File: config.mk
export PLATFORM = sky130hd
export DESIGN_NAME = avalon_be_splitter_flat
export DESIGN_NICKNAME = d
export VERILOG_FILES = /design/src/rtl/avalon_be_splitter_pkg.sv /design/src/rtl/avalon_be_splitter_if.sv /design/src/rtl/avalon_be_splitter_be_chunk_pick.sv /design/src/rtl/avalon_be_splitter.sv /design/src/flat_wrapper.sv
export SDC_FILE = /design/constraint.sdc
export NUM_CORES = 1
export LEC_CHECK = 0
export ABC_CLOCK_PERIOD_IN_PS = 1500
export BUFFER_PORTS_ARGS = -buffer_cell sky130_fd_sc_hd__buf_2
export CORE_UTILIZATION = 41
export CTS_CLUSTER_DIAMETER = 40
export DETAILED_ROUTE_END_ITERATION = 6
export GPL_ROUTABILITY_DRIVEN = 0
export PLACE_DENSITY = 0.86
export SKIP_CTS_REPAIR_TIMING = 1
export SYNTH_ARGS = -nofsm -noshare
export SYNTH_HDL_FRONTEND = slang
export SYNTH_SLANG_ARGS = --single-unit
File: constraint.sdc
create_clock -name clock -period 1.5 [get_ports clock]
set_input_delay 0.075 -clock clock [delete_from_list [all_inputs] [get_ports clock]]
set_output_delay 0.075 -clock clock [all_outputs]
set_load 0.02 [all_outputs]
File: src/rtl/avalon_be_splitter_pkg.sv
// Shared definitions for the byteenable splitter: supported lane patterns
// accepted by the downstream register, and the controller state encoding.
package avalon_be_splitter_pkg;

    localparam int unsigned BE_W = 4;

    localparam logic [BE_W-1:0] BE_NONE    = 4'b0000;
    localparam logic [BE_W-1:0] BE_ALL     = 4'b1111;
    localparam logic [BE_W-1:0] BE_LO_HALF = 4'b0011;
    localparam logic [BE_W-1:0] BE_HI_HALF = 4'b1100;
    localparam logic [BE_W-1:0] BE_B0      = 4'b0001;
    localparam logic [BE_W-1:0] BE_B1      = 4'b0010;
    localparam logic [BE_W-1:0] BE_B2      = 4'b0100;
    localparam logic [BE_W-1:0] BE_B3      = 4'b1000;

    typedef enum logic {
        IDLE,
        SPLIT
    } state_e;

endpackage

File: src/rtl/avalon_be_splitter_if.sv
// Avalon-MM slave bus seen by the splitter. The master modport is the
// requester side, the slave modport is the splitter itself.
interface avalon_be_splitter_if #(
    parameter int unsigned DATA_W = 32
);
    logic              avs_write;
    logic              avs_read;
    logic [DATA_W-1:0] avs_writedata;
    logic [3:0]        avs_byteenable;
    logic              avs_waitrequest;
    logic [DATA_W-1:0] avs_readdata;
    logic              avs_readdatavalid;

    modport master (
        output avs_write,
        output avs_read,
        output avs_writedata,
        output avs_byteenable,
        input  avs_waitrequest,
        input  avs_readdata,
        input  avs_readdatavalid
    );

    modport slave (
        input  avs_write,
        input  avs_read,
        input  avs_writedata,
        input  avs_byteenable,
        output avs_waitrequest,
        output avs_readdata,
        output avs_readdatavalid
    );
endinterface

File: src/rtl/avalon_be_splitter_be_chunk_pick.sv
// Picks the next register-supported lane pattern out of an arbitrary
// byteenable mask. Halves are preferred over single bytes so that any mask
// is covered in at most two chunks.
module be_chunk_pick
    import avalon_be_splitter_pkg::*;
(
    input  logic [BE_W-1:0] mask,
    output logic [BE_W-1:0] chunk
);

    // Priority pick: full word, low half, high half, then lowest single byte.
    always_comb begin
        chunk = BE_NONE;
        if (mask == BE_ALL) begin
            chunk = BE_ALL;
        end else if (mask[1:0] == 2'b11) begin
            chunk = BE_LO_HALF;
        end else if (mask[3:2] == 2'b11) begin
            chunk = BE_HI_HALF;
        end else if (mask[0]) begin
            chunk = BE_B0;
        end else if (mask[1]) begin
            chunk = BE_B1;
        end else if (mask[2]) begin
            chunk = BE_B2;
        end else if (mask[3]) begin
            chunk = BE_B3;
        end
    end

endmodule

File: src/rtl/avalon_be_splitter.sv
// Avalon-MM front end for a byte-enabled register that only understands a
// subset of byteenable patterns. Unsupported masks are issued as two
// supported chunks, stalling the master for one cycle with waitrequest.
// Reads return the register value with a fixed one-cycle latency.
// Optional: define BE_SPLIT_STATS_EN to add a saturating split_count output.
module avalon_be_splitter
    import avalon_be_splitter_pkg::*;
#(
    parameter int unsigned DATA_W = 32
) (
    input  logic                  clock,
    input  logic                  reset_n,
    avalon_be_splitter_if.slave   avs,
    output logic [DATA_W-1:0]     D,
    output logic [BE_W-1:0]       byteenable,
    input  logic [DATA_W-1:0]     Q
`ifdef BE_SPLIT_STATS_EN
    ,
    output logic [15:0]           split_count
`endif
);

    state_e          state;
    logic [BE_W-1:0] rem;
    logic [BE_W-1:0] pick_mask;
    logic [BE_W-1:0] chunk;
    logic [BE_W-1:0] rem_next;
    logic            write_acc;
    logic            read_acc;
    logic            split_acc;

    // One shared picker: the incoming mask in IDLE, the leftover in SPLIT.
    assign pick_mask = (state == SPLIT) ? rem : avs.avs_byteenable;

    be_chunk_pick u_pick (
        .mask  (pick_mask),
        .chunk (chunk)
    );

    // Write wins over a simultaneous read; the read is simply not accepted.
    assign write_acc = (state == IDLE) && avs.avs_write;
    assign read_acc  = (state == IDLE) && avs.avs_read && !avs.avs_write;
    assign rem_next  = avs.avs_byteenable & ~chunk;
    assign split_acc = write_acc && (rem_next != BE_NONE);

    assign avs.avs_waitrequest = (state == SPLIT);

    // Controller: issues chunks, captures read data and tracks the leftover mask.
    always_ff @(posedge clock or negedge reset_n) begin
        if (!reset_n) begin
            state                 <= IDLE;
            rem                   <= BE_NONE;
            D                     <= '0;
            byteenable            <= BE_NONE;
            avs.avs_readdata      <= '0;
            avs.avs_readdatavalid <= 1'b0;
        end else begin
            byteenable            <= BE_NONE;
            avs.avs_readdatavalid <= 1'b0;
            unique case (state)
                IDLE: begin
                    if (write_acc) begin
                        D          <= avs.avs_writedata;
                        byteenable <= chunk;
                        rem        <= rem_next;
                        if (rem_next != BE_NONE) begin
                            state <= SPLIT;
                        end
                    end else if (read_acc) begin
                        avs.avs_readdata      <= Q;
                        avs.avs_readdatavalid <= 1'b1;
                    end
                end
                SPLIT: begin
                    // D is held from the accepted write.
                    byteenable <= chunk;
                    rem        <= BE_NONE;
                    state      <= IDLE;
                end
                default: begin
                    state <= IDLE;
                    rem   <= BE_NONE;
                end
            endcase
        end
    end

`ifdef BE_SPLIT_STATS_EN
    // Saturating count of accepted writes that needed two chunks.
    always_ff @(posedge clock or negedge reset_n) begin
        if (!reset_n) begin
            split_count <= '0;
        end else if (split_acc && (split_count != 16'hFFFF)) begin
            split_count <= split_count + 16'd1;
        end
    end
`endif

endmodule

File: src/flat_wrapper.sv
// flat-port wrapper written by rule: the top's interface ports become plain ports
module avalon_be_splitter_flat import avalon_be_splitter_pkg::*;
#(
    parameter int unsigned DATA_W = 32
)
  (clock, reset_n, D, byteenable, Q, avs_avs_write, avs_avs_read, avs_avs_writedata, avs_avs_byteenable, avs_avs_waitrequest, avs_avs_readdata, avs_avs_readdatavalid);
  avalon_be_splitter_if #(.DATA_W(DATA_W)) avs_i ();
  input  logic clock;
  input  logic reset_n;
  output logic [DATA_W-1:0] D;
  output logic [BE_W-1:0] byteenable;
  input  logic [DATA_W-1:0] Q;
  input wire logic [$bits(avs_i.avs_write)-1:0] avs_avs_write;
  input wire logic [$bits(avs_i.avs_read)-1:0] avs_avs_read;
  input wire logic [$bits(avs_i.avs_writedata)-1:0] avs_avs_writedata;
  input wire logic [$bits(avs_i.avs_byteenable)-1:0] avs_avs_byteenable;
  output wire logic [$bits(avs_i.avs_waitrequest)-1:0] avs_avs_waitrequest;
  output wire logic [$bits(avs_i.avs_readdata)-1:0] avs_avs_readdata;
  output wire logic [$bits(avs_i.avs_readdatavalid)-1:0] avs_avs_readdatavalid;
  assign avs_i.avs_write = avs_avs_write;
  assign avs_i.avs_read = avs_avs_read;
  assign avs_i.avs_writedata = avs_avs_writedata;
  assign avs_i.avs_byteenable = avs_avs_byteenable;
  assign avs_avs_waitrequest = avs_i.avs_waitrequest;
  assign avs_avs_readdata = avs_i.avs_readdata;
  assign avs_avs_readdatavalid = avs_i.avs_readdatavalid;
  avalon_be_splitter #(.DATA_W(DATA_W)) u_core (.clock(clock), .reset_n(reset_n), .avs(avs_i), .D(D), .byteenable(byteenable), .Q(Q));
endmodule
==> results.toml <==
[yosys]
synth_top_cell_by_area = "dfrtp_1"
synth_ff_type = "dfrtp_1"
synth_area_leaders = "dfrtp_1, mux2_2, buf_6"
yosys_warnings = 0
ys_async_sr_fraction_pct = 100
syn_avg_cell_area_um2 = 15.2
synth_edf_count = 0
synth_cells = 193
synth.top_cell.area_share_pct = 63.2
synth_nets = 265
ys_types = 29
syn_area_um2 = 2930
ys_top_cells_by_count = "dfrtp_1, mux2_2, buf_2, nand2_1"
synthMostInstantiatedCell = "dfrtp_1"
synth_seq_cells = 74
synth-seq-area-share_pct = 63.2

[cts]
clock_sinks = 74
cts_root_buffer = "clkbuf_8"
cts_tree = "done"
clock_latency_ns = 0.33
clk_pin_slew_ns = 0.07
cts_max_path_buffers = 2
cts-buffers-inserted = 9
htreeDepth = 3

[worst_setup_path]
worstReg2RegStart = "u_core.avs.avs_waitrequest$_DFF_PN0_"
worstSetupEndpointType = "flip-flop"
cp.arrival_ns = 1.60
rrSetupSlack_ns = 0.12
crit_chain = "buf_4, o32a_1, a41oi_1, nor2_1"
cp.required_ns = 1.71
crit_fanout = 18
cp_slowest_cell = "dfrtp_2"
cp_top_family = "compound AO/OA/AOI/OAI gates"
slowest_delay_ns = 0.44
rr_worst_depth = 4
path_class = "flip-flop to flip-flop"
startpoint_type = "flip-flop"
path_buf_inv = 1
r2r_end = "u_core.rem[3]$_DFFE_PN0N_"

[min_path]
hp-class = "input port to flip-flop"
hp-start = "avs_avs_byteenable[2]"
hold_depth = 3
hold_end = "u_core.rem[2]$_DFFE_PN0N_"

[finish]
drive_gt1_share_pct = 55.5
fin_area_um2 = 4610
diodes = 0
final_nets = 476
area_delta_synth_final_pct = 57.3

[detailed_routing]
drt-initial-drc-count = 74
postRouteAntennaNets = 0
dr.pass1.iters = 4
post_drt_wl_per_cell_um = 14.5
wirelength_um = 7310
remaining_drc_errors = 0
vias = 2365
viasPerCell = 4.68

[timing]
maxSlewHeadroom_pct = 75.2
hold_violations = 0
finalCriticalPeriod_ns = 1.38
period_share_pct = 92.3
hold-worst-slack_ns = 0.0616
max_freq_mhz = 722
finalSetupViolations = 0
rsz0062_at_grt = "no"
skew_ns = 0.0104
maxSlewViolCount = 0
worstMarginPinSlew_ns = 0.372

[placement]
port_buffers = 141
placed_area_um2 = 3760
dp_hpwl_um = 4530

[floorplanning]
start_util_pct = 42.9
io-pin-count = 142
row_count = 30
design.die.area_um2 = 7490
fp.dieW_um = 86.5
coreArea_um2 = 6830
die_h_um = 86.5

[power]
irDropWorstVdd_v = 0.000621
powerDensity_nw_per_um2 = 1250
power.leakage_nw = 2.19

[global_routing]
grt_max_degree = 44
grt_usage_pct = 17.2
grt_antenna_before_repair = 0
grt_pass1_vias = 2160
grt_pass1_wl_um = 9890
grt.overflow.total = 0

[run]
maxCapViolations = 0

[status]
status = "finished, final reports clean"
[cells in the final DEF (no fill, tap or decap), types with 2 or more instances in the layout]
cell type and n:
buf_2 140, dfrtp_1 73, nand2_1 5, nor2b_2 2
a21oi_1 4, mux2_1 2, nor2_1 4, nand2b_1 4
mux2_2 62, nand3_1 2, o31ai_1 2, a22oi_1 2
clkbuf_8 10, nand3b_1 2, o211ai_1 3, buf_12 3
buf_4 3, clkinv_2 3, dlygate4sd3_1 65
[cell type report]
type                       instances  area [µm²]
fill                             536        2220
sequential                        74        1850
timing repair buffer             211        1430
multi-input combinational        107        1000
clock buffer                      11         141
tap                               96         120
clock inverter                     5        53.8
inverter                           1        3.75
[stage by stage]
step	setup slack, ns	total power [mW]	util, %	setup TNS, ns	instances
floorplan	-0.0353	3.53	-	-0.975	193
global route	0.0261	6.07	67.4	0	505
global placement	0.149	4.07	55.0	0	424
detailed placement	0.122	4.14	55.0	0	424
finish	0.116	5.76	67.4	0	505
CTS	0.112	5.67	57.9	0	440
[state kept, by name, indices dropped and copies added (netlist names)]
register / flops
u_core.D: 32
u_core.rem: 4
u_core.avs.avs_readdatavalid: 1
u_core.avs.avs_readdata: 32
u_core.avs.avs_waitrequest: 1
u_core.byteenable: 4
[per-layer routing]
layer  wire length, µm  track usage (%)
met4               142             5.30
met5                 0                0
met3               412             5.43
met2              4040             31.2
met1              2720             19.2
[worst max-delay path by stage]
stage | start | to | cells after the start
after floorplan | u_core.avs.avs_waitrequest$_DFF_PN0_ | u_core.avs.avs_readdata[10]$_DFFE_PN0P_ | 4
after detailed placement | u_core.avs.avs_waitrequest$_DFF_PN0_ | u_core.rem[3]$_DFFE_PN0N_ | 4
final | u_core.avs.avs_waitrequest$_DFF_PN0_ | u_core.rem[3]$_DFFE_PN0N_ | 4
after CTS | u_core.avs.avs_waitrequest$_DFF_PN0_ | u_core.rem[3]$_DFFE_PN0N_ | 4
after global placement | u_core.avs.avs_waitrequest$_DFF_PN0_ | u_core.rem[3]$_DFFE_PN0N_ | 4
after global routing | u_core.avs.avs_waitrequest$_DFF_PN0_ | u_core.rem[2]$_DFFE_PN0N_ | 5
[worst reg2reg max path, delay by kind of cell (launching register included)]
family / cells / cell delay, ns
simple gates: 1 / 0.06
compound gates: 2 / 0.57
buf+inv: 1 / 0.20
flops: 1 / 0.44
[logic make-up after synthesis]
group	Yosys count	synth area share, %
AOI/OAI and AO/OA	18	4.36
buffers and inverters	12	2.78
DFF	74	63.2
muxes	64	24.6
and+or+nand+nor	25	5.04
[power by group]
group / internal, mW / leakage, nW / switching (mW) / total, mW
Sequential: 2.36 / 0.881 / 0.188 / 2.55
Clock: 0.809 / 0.103 / 0.700 / 1.51
Combinational: 0.779 / 1.21 / 0.919 / 1.70
Total: 3.95 / 2.19 / 1.81 / 5.76
Note: power is estimated with default switching activity, not from simulation.
